<file path="src/rtl/rs_issue_scheduler_pkg.sv">
// rs_pkg: shared widths, entry record and the reserved "no entry" age
package rs_pkg;
  localparam int TAG_WIDTH = 6;
  localparam int PAYLOAD_WIDTH = 64;
  localparam int AGE_MAX_WIDTH = 16;
  localparam logic [AGE_MAX_WIDTH-1:0] AGE_NONE = '1;
  typedef struct packed {
    logic valid;
    logic [1:0] src_rdy;
    logic [1:0][TAG_WIDTH-1:0] src_tag;
    logic [AGE_MAX_WIDTH-1:0] age;
    logic [PAYLOAD_WIDTH-1:0] payload;
  } rs_entry_t;
endpackage

</file>
<file path="src/rtl/rs_issue_scheduler_oldest2_select.sv">
// rs_oldest2_select: picks the oldest and second-oldest ready entries
module rs_oldest2_select
  import rs_pkg::*;
#(
  parameter int RS_SIZE = 4,
  parameter int RS_INDEX_WIDTH = 2
) (
  input  logic [RS_SIZE-1:0] ready,
  input  logic [AGE_MAX_WIDTH-1:0] age [RS_SIZE],
  output logic first_valid,
  output logic [RS_INDEX_WIDTH-1:0] first_index,
  output logic second_valid,
  output logic [RS_INDEX_WIDTH-1:0] second_index
);
  logic [AGE_MAX_WIDTH-1:0] best0, best1;
  // two min-scans; stored ages never reach AGE_NONE so it serves as "nothing found"
  always_comb begin
    first_valid = 1'b0;
    first_index = '0;
    second_valid = 1'b0;
    second_index = '0;
    best0 = AGE_NONE;
    best1 = AGE_NONE;
    for (int i = 0; i < RS_SIZE; i++)
      if (ready[i] && age[i] < best0) begin
        best0 = age[i];
        first_valid = 1'b1;
        first_index = RS_INDEX_WIDTH'(i);
      end
    for (int i = 0; i < RS_SIZE; i++)
      if (ready[i] && first_index != RS_INDEX_WIDTH'(i) && age[i] < best1) begin
        best1 = age[i];
        second_valid = 1'b1;
        second_index = RS_INDEX_WIDTH'(i);
      end
  end
endmodule

</file>
<file path="src/rtl/rs_issue_scheduler.sv">
// rs_issue_scheduler: reservation station with wakeup CAM and two-port oldest-first issue
module rs_issue_scheduler
  import rs_pkg::*;
#(
  parameter int RS_SIZE = 4,
  parameter int RS_INDEX_WIDTH = 2,
  parameter int AGE_WIDTH = 16,
  parameter int WB_PORTS = 2
) (
  input  logic clk,
  input  logic rst_n,
  input  logic flush_i,
  input  logic alloc_valid_i,
  output logic alloc_ready_o,
  input  logic [2*TAG_WIDTH-1:0] alloc_src_tag_i,
  input  logic [1:0] alloc_src_rdy_i,
  input  logic [PAYLOAD_WIDTH-1:0] alloc_payload_i,
  input  logic [WB_PORTS-1:0] wb_valid_i,
  input  logic [WB_PORTS*TAG_WIDTH-1:0] wb_tag_i,
  output logic [1:0] issue_valid_o,
  input  logic [1:0] issue_ready_i,
  output logic [2*PAYLOAD_WIDTH-1:0] issue_payload_o,
  output logic [2*RS_INDEX_WIDTH-1:0] issue_index_o,
  output logic [RS_INDEX_WIDTH:0] occupancy_o
);
  localparam logic [AGE_WIDTH-1:0] AGE_LAST = '1;
  rs_entry_t ent [RS_SIZE];
  logic [AGE_WIDTH-1:0] age_cnt;
  logic [RS_SIZE-1:0] rdy_vec, freed, remain;
  logic [AGE_MAX_WIDTH-1:0] ages [RS_SIZE];
  logic [1:0] wake [RS_SIZE];
  logic [1:0] alloc_wake;
  logic v0, v1, free_any, fire;
  logic [RS_INDEX_WIDTH-1:0] i0, i1, free_idx;

  function automatic logic hit(input logic [TAG_WIDTH-1:0] t, input logic [WB_PORTS-1:0] v,
                               input logic [WB_PORTS*TAG_WIDTH-1:0] tags);
    hit = 1'b0;
    for (int p = 0; p < WB_PORTS; p++) hit |= v[p] && tags[p*TAG_WIDTH +: TAG_WIDTH] == t;
  endfunction

  // per-entry readiness, ages, tag-match CAM, lowest free slot and occupancy
  always_comb begin
    free_any = 1'b0;
    free_idx = '0;
    occupancy_o = '0;
    for (int i = 0; i < RS_SIZE; i++) begin
      rdy_vec[i] = ent[i].valid && &ent[i].src_rdy;
      ages[i] = ent[i].age;
      for (int k = 0; k < 2; k++) wake[i][k] = hit(ent[i].src_tag[k], wb_valid_i, wb_tag_i);
      occupancy_o += (RS_INDEX_WIDTH+1)'(ent[i].valid);
    end
    for (int i = RS_SIZE - 1; i >= 0; i--)
      if (!ent[i].valid) begin
        free_any = 1'b1;
        free_idx = RS_INDEX_WIDTH'(i);
      end
    for (int k = 0; k < 2; k++)
      alloc_wake[k] = hit(alloc_src_tag_i[k*TAG_WIDTH +: TAG_WIDTH], wb_valid_i, wb_tag_i);
  end

  rs_oldest2_select #(.RS_SIZE(RS_SIZE), .RS_INDEX_WIDTH(RS_INDEX_WIDTH)) u_sel (
    .ready(rdy_vec), .age(ages),
    .first_valid(v0), .first_index(i0), .second_valid(v1), .second_index(i1)
  );

  assign issue_valid_o = {v1, v0};
  assign issue_payload_o = {ent[i1].payload, ent[i0].payload};
  assign issue_index_o = {i1, i0};
  assign alloc_ready_o = !flush_i && free_any && age_cnt != AGE_LAST;
  assign fire = alloc_valid_i && alloc_ready_o;

  // entries leaving through an accepted issue port, and what survives the edge
  always_comb begin
    for (int i = 0; i < RS_SIZE; i++) begin
      freed[i] = (v0 && issue_ready_i[0] && i0 == RS_INDEX_WIDTH'(i)) ||
                 (v1 && issue_ready_i[1] && i1 == RS_INDEX_WIDTH'(i));
      remain[i] = ent[i].valid && !freed[i];
    end
  end

  // entry array and age counter; free slot chosen from pre-edge state so a freed slot is not reused at once
  always_ff @(posedge clk) begin
    if (!rst_n || flush_i) begin
      for (int i = 0; i < RS_SIZE; i++) ent[i] <= '0;
      age_cnt <= '0;
    end else begin
      for (int i = 0; i < RS_SIZE; i++)
        if (freed[i]) ent[i].valid <= 1'b0;
        else if (ent[i].valid) ent[i].src_rdy <= ent[i].src_rdy | wake[i];
      if (fire) begin
        ent[free_idx].valid <= 1'b1;
        ent[free_idx].src_rdy <= alloc_src_rdy_i | alloc_wake;
        ent[free_idx].src_tag <= alloc_src_tag_i;
        ent[free_idx].age <= AGE_MAX_WIDTH'(age_cnt);
        ent[free_idx].payload <= alloc_payload_i;
      end
      age_cnt <= fire ? age_cnt + 1'b1 : (|remain ? age_cnt : '0);
    end
  end
endmodule
</file>
<file path="config.mk">
export PLATFORM = sky130hd
export DESIGN_NAME = rs_issue_scheduler
export DESIGN_NICKNAME = d
export VERILOG_FILES = /design/src/rtl/rs_issue_scheduler_pkg.sv /design/src/rtl/rs_issue_scheduler_oldest2_select.sv /design/src/rtl/rs_issue_scheduler.sv
export SDC_FILE = /design/constraint.sdc
export NUM_CORES = 1
export LEC_CHECK = 0
export BUFFER_PORTS_ARGS = -buffer_cell sky130_fd_sc_hd__buf_2
export CORE_ASPECT_RATIO = 1.4
export CORE_MARGIN = 5
export CORE_UTILIZATION = 45
export CTS_CLUSTER_SIZE = 40
export DETAILED_ROUTE_END_ITERATION = 6
export PLACE_DENSITY = 0.61
export SLEW_MARGIN = 15
export SYNTH_ARGS = -nofsm -noshare
export SYNTH_HDL_FRONTEND = slang
export SYNTH_HIERARCHICAL = 1
export SYNTH_SLANG_ARGS = --single-unit
</file>
<file path="constraint.sdc">
create_clock -name clk -period 20.4 [get_ports clk]
set_clock_uncertainty 0.2 [all_clocks]
set_input_delay 1.02 -clock clk [delete_from_list [all_inputs] [get_ports clk]]
set_output_delay 1.02 -clock clk [all_outputs]
set_load 0.02 [all_outputs]
</file>
==> reports/results.tsv, run 1 <==
metric	value	unit
CTS sink cnt	396	
CP endpoint kind	output port	
Post-Syn Area	23020	µm²
placed insts	2553	
Sequential Power Share	52.6	%
Starting Density	45.23	%
Worst Tran Pin Value	1.221	ns
number of global-route vias before repair	16510	
Final min period	18.23	ns
top cells by area, synth	edfxtp_1 (49%), mux4_2 (13%), and2_1 (7.3%), ha_1 (4.9%), and3_1 (2.8%)	
port bufs	235	
crit path DAT	17.01	ns
Worst path max stage delay	0.94	ns
Non-Filler Instances	2631	
post-route ant nets	0	
register area share after synthesis	50.80	%
Leak Pwr	10.85	nW
antenna violations before repair	9	
CTS Buffer Depth	3	
Crit Path Max Fanout	33	
Final Util	50.88	%
max-cap viol count	0	
routed vias/inst	5.933	
H-tree levels	2	
Yosys top cell by area	edfxtp_1	
IO Pins	236	
Post-Syn Area per Cell	13.00	µm²
slew margin rel.	18.07	%
GRT Util Overall	23.36	%
worst hold path type	reg2reg	
Startpoint Class	flop	
fin area	25890	µm²
Setup TNS Final	0	ns
core box area	50890	µm²
Inserted Clock Buffers	40	
Tcrit/Tclk final	89.36	%
DIE WIDTH	201.1	µm
CTS tree	done	
critical path type	reg2out	
Pint	1.366	mW
DRC viols	0	
placed inst area	24650	µm²
Vias	15610	
WL/cell	25.44	µm
top-area cell type share of the netlist area	49.06	%
drt first pass iters	5	
Layout Nets	2135	
commonest non-fill, non-tap cell in the layout	edfxtp_1	
yosys synthesis warning count	6	
fmax	54.86	MHz
Post-Syn Nets	1960	
Cells after Synth	1770	
first-pass GRT wire length	100500	µm
CP max stage cell	o21ai_1	
multi-input logic area	10680	µm²
Layout fillers	4379	
post-synthesis register bit count	396	
GPL Wtd Cong	0.9177	
clock share of power	39.2	%
Synth-to-Final Area Change	12.48	%
die area	55830	µm²
Most used DFF post-synth	edfxtp_1	
clock slew at reported path FFs	0.06	ns
# Post-CTS Setup Buffers	0	
hold_buf cts	0	
num rows	98	
pin count of the biggest net entering global routing	97	
worst reg2reg setup slack	3.11	ns
asr flop ratio synth	0	%
Yosys cell types	77	
Hold Vio Cnt, Final	0	
CTS root buffer	clkbuf_16	
Slew Limit Fails	0	
Setup violations, final	0	
most frequent cells in the layout	edfxtp_1 (376), and2_1 (270), buf_2 (235), mux4_2 (128), and3_1 (102)	
Die Ht	277.6	µm
worst skew pair latency	0.55	ns
Post-synth EDFFs	376	
Starting DRT DRC Count	1214	
drt total wl	66940	µm
Reg area	11690	µm²
post_cts resized	0	
status	complete, no violations	
crit-path most repeated cell	a21o_1	
gr ovfl total	0	
power density cells	69.50	nW/µm²
switch share	24.07	%
dpl hpwl	44520	µm
switching pwr	433.1	µW
maximum VDD drop	65.59	µV
combinational share of power	8.1	%
layout cells sized above 1	24.20	%
Critical Path RT	19.18	ns
unrepaired setup endpoints after global routing	no	
[synthesized netlist by cell type, types with 35 or more instances]
master    number
a21oi_1       38
and2_1       270
and3_1       102
buf_2         36
clkbuf_1      54
edfxtp_1     376
ha_1          91
mux4_2       128
nand2_1       60
nand4_1       43
nor2_1        51
o21ai_0       35
xnor2_1       60
xor2_1        60
[state kept, by name, indices dropped and copies added, names as in the netlist]
name,flops
age_cnt,16
ent,380
[layer usage]
layer	vias to the layer above	part of all wire, %	GRT usage [%]
li1	7102	-	-
met1	7834	37	26.93
met2	521	52	42.14
met3	146	6.6	5.145
met4	6	4.3	9.394
met5	-	0.061	0
[kinds of logic (layout without fill, tap and decap cells)]
| group | after synthesis | in the layout | synth area share, % |
|---|---|---|---|
| AOI/OAI and AO/OA | 205 | 205 | 6.083 |
| adders and majority gates | 92 | 92 | 5.034 |
| DFF | 396 | 396 | 50.80 |
| buffers and inverters | 155 | 360 | 3.164 |
| other | 0 | 6 | 0 |
| muxes | 150 | 150 | 13.52 |
| xor gates and xnor gates | 120 | 120 | 4.566 |
| and+or+nand+nor | 652 | 652 | 16.84 |
[through the flow]
stage               hold WS (ns)  setup slack (ns)  power (mW)
floorplan                 0.2759             4.212       1.047
global placement          0.3351             3.028       1.108
detailed placement        0.3461             2.932       1.112
CTS                       0.3582             2.310       1.812
global route              0.3872             1.203       1.856
finish                    0.3551             2.172       1.799
[final timing paths]
kind,start,to,cells past startpoint
setup / recovery,ent[0][94],issue_payload_o[65],57
hold / removal,age_cnt[7],age_cnt[7],2
setup reg to reg,ent[0][94],age_cnt[12],61
hold reg to reg,age_cnt[7],age_cnt[7],2
[worst max-delay path, delay by kind of cell (launching register included)]
kind / cells / cell delay [ns]
compound gates: 33 / 9.76
simple gates: 10 / 2.07
fa+ha+maj: 6 / 1.79
buf+inv: 6 / 1.67
mux: 2 / 0.63
flops: 1 / 0.47
[cell type report]
class | instances | area share (%)
repair buffers | 255 | 5.171
clock inverters | 18 | 0.5461
clock buffers | 54 | 4.185
multi-input cells | 1219 | 41.25
inverters | 33 | 0.4833
flip-flops and latches | 396 | 45.16
well taps | 650 | 3.141
diodes | 6 | 0.05800
[power groups by stage]
stage | logic [mW] | clock network (mW) | registers [mW]
finish | 0.146 | 0.706 | 0.947
global route | 0.156 | 0.748 | 0.951
CTS | 0.148 | 0.717 | 0.948
detailed placement | 0.147 | 0 | 0.965
global placement | 0.145 | 0 | 0.962
floorplan | 0.0896 | 0 | 0.957
No activity file was read; power rests on OpenSTA's default activity.
==> run 2, diff against run 1 <==
Clock period 20.4 ns to 18.2 ns, I/O delays scaled along.
==> run 2 against run 1 <==
Compared with the run above: critical endpoint unchanged; critical path type unchanged; largest power group unchanged; worst hold slack better by 0.011 ns; first-iteration DRC count rose by 1.8%; non-clock buffer count grew 13; clock-buffer cell count decreased by 4.
==> reports/results.tsv, run 2 (synthesis gave the netlist of run 1 again) <==
metric	value	unit	change
WL/cell	25.69	µm	+0.95%
CTS root buffer	clkbuf_16		
Crit. Startpoint	ent[0][66]		
pin count of the biggest net entering global routing	97		unchanged
antenna violations before repair	9		unchanged
total chip power	1.973	mW	+9.6%
crit-path most repeated cell	a21o_1		
Tcrit/Tclk final	94.63	%	
drt total wl	67710	µm	+1.1%
max reg flops	380		unchanged
core box area	50890	µm²	unchanged
layout cells sized above 1	24.44	%	+0.24 points
worst hold path type	reg2reg		
Slew Limit Fails	0		unchanged
crit path DAT	16.11	ns	-0.90 ns
worst skew pair latency	0.53	ns	-0.02 ns
CTS Buffer Depth	3		unchanged
CTS tree	done		
die area	55830	µm²	unchanged
most frequent cells in the layout	edfxtp_1 (376), and2_1 (270), buf_2 (235), mux4_2 (128), and3_1 (102)		
gr ovfl total	0		unchanged
Leak Pwr	10.89	nW	+0.38%
R2R depth	66		+8.2%
DIE WIDTH	201.1	µm	unchanged
Setup violations, final	0		unchanged
unrepaired setup endpoints after global routing	no		
dpl hpwl	44880	µm	+0.81%
Worst Tran Pin Value	1.146	ns	-0.07502 ns
number of global-route vias before repair	16530		+0.15%
Starting Density	45.23	%	unchanged
max-cap viol count	0		unchanged
Worst path max stage delay	0.60	ns	-0.34 ns
post-placement setup slack	0.7391	ns	-2.193 ns
GPL Wtd Cong	0.9199		+0.24%
Setup TNS Final	0	ns	unchanged
Crit Path Max Fanout	18		-45%
routed vias/inst	5.954		+0.37%
Critical Path End	issue_payload_o[65]		
hold_buf cts	0		unchanged
IO Pins	236		unchanged
Startpoint Class	flop		
PnR worst setup slack	0.9768	ns	-1.195 ns
worst reg2reg setup slack	1.74	ns	-1.37 ns
status	complete, no violations		
Die Ht	277.6	µm	unchanged
reg2reg start	ent[0][66]		
Final min period	17.22	ns	
drt first pass iters	6		+1
reg-to-reg endpoint	age_cnt[12]		
Synth-to-Final Area Change	13.04	%	
post-route ant nets	0		unchanged
port bufs	235		unchanged
GRT Util Overall	23.40	%	+0.044 points
maximum VDD drop	89.56	µV	+37%
fmax	58.06	MHz	
Critical Path RT	17.09	ns	-2.09 ns
clock slew at reported path FFs	0.06	ns	about the same
Final Util	51.13	%	+0.25 points
slew margin rel.	23.62	%	+5.5 points
WHS	0.3663	ns	+0.01113 ns
Hold Vio Cnt, Final	0		unchanged
num rows	98		unchanged
first-pass GRT wire length	100800	µm	+0.34%
CP max stage cell	mux4_2		
commonest non-fill, non-tap cell in the layout	edfxtp_1		
largest registers	ent x380, age_cnt x16		
CTS sink cnt	396		unchanged
DRC viols	0		unchanged
H-tree levels	2		unchanged
Starting DRT DRC Count	1236		+1.8%
CP endpoint kind	output port		
critical path type	reg2out		
Inserted Clock Buffers	39		-2.5%
largest register by flop count	ent		
Layout Nets	2147		+0.56%
Vias	15700		+0.56%
power density cells	75.83	nW/µm²	+9.1%
run 2: cell types whose count changed in the layout (fill, tap and decap cells not counted), moves of 2 or more:
cell	delta
buf_12	+5
clkinv_2	-6
clkbuf_8	-2
a2111oi_0	-2
clkinv_1	+3
buf_4	+6
run 2: power by group:
part	total (mW)	internal, mW	switching (mW)
combinational	0.163	0.0609	0.102
clock	0.748	0.411	0.336
sequential	1.06	1.03	0.0271
total	1.97	1.51	0.466
run 2: metal layers:
metal  vias up  global-route usage, %  routed length, µm
li1       7111                      -                  -
met1      7928                  27.41              25140
met2       507                  41.34              34820
met3       142                  5.847               4977
met4         8                  9.165               2722
met5         -                      0                 55
run 2: cell type report:
class / instances / area (µm²)
well taps: 650 / 813.3
repair buffers: 268 / 1520
multi-input cells: 1219 / 10730
fillers: 4416 / 24870
diodes: 6 / 15.01
clock buffers: 50 / 1027
inverters: 33 / 125.1
flip-flops and latches: 396 / 11690
clock inverters: 14 / 95.09
run 2: how the worst min path moves through the flow:
stage / startpoint / to / slack, ns / cells after the start
global route: age_cnt[4] / age_cnt[4] / 0.40 / 1
CTS: age_cnt[11] / age_cnt[11] / 0.36 / 2
detailed placement: age_cnt[11] / age_cnt[11] / 0.35 / 2
floorplan: age_cnt[14] / age_cnt[14] / 0.28 / 1
finish: age_cnt[10] / age_cnt[10] / 0.37 / 2
global placement: age_cnt[11] / age_cnt[11] / 0.32 / 2
run 2: what timing repair did:
action                     4_1_cts  5_1_grt
gates resized for setup          0       14
setup buffers                    0        7
setup endpoints to repair        0       71
run 2: worst max-delay path: cells and delay by family, from the launching register on:
| kind | cells | cell delay, ns |
|---|---|---|
| buffers and inverters | 8 | 1.62 |
| DFF | 1 | 0.44 |
| AOI/OAI and AO/OA | 34 | 8.26 |
| muxes | 2 | 0.74 |
| and+or+nand+nor | 13 | 2.56 |
| adders and majority gates | 6 | 1.88 |
run 2: metrics by stage:
step,cells,instance area [µm²]
3_3_place_gp,2557,24700
4_1_cts,2621,25830
5_1_grt,2632,26010
6_report,2636,26020
2_1_floorplan,1770,23020
3_5_place_dp,2557,24700
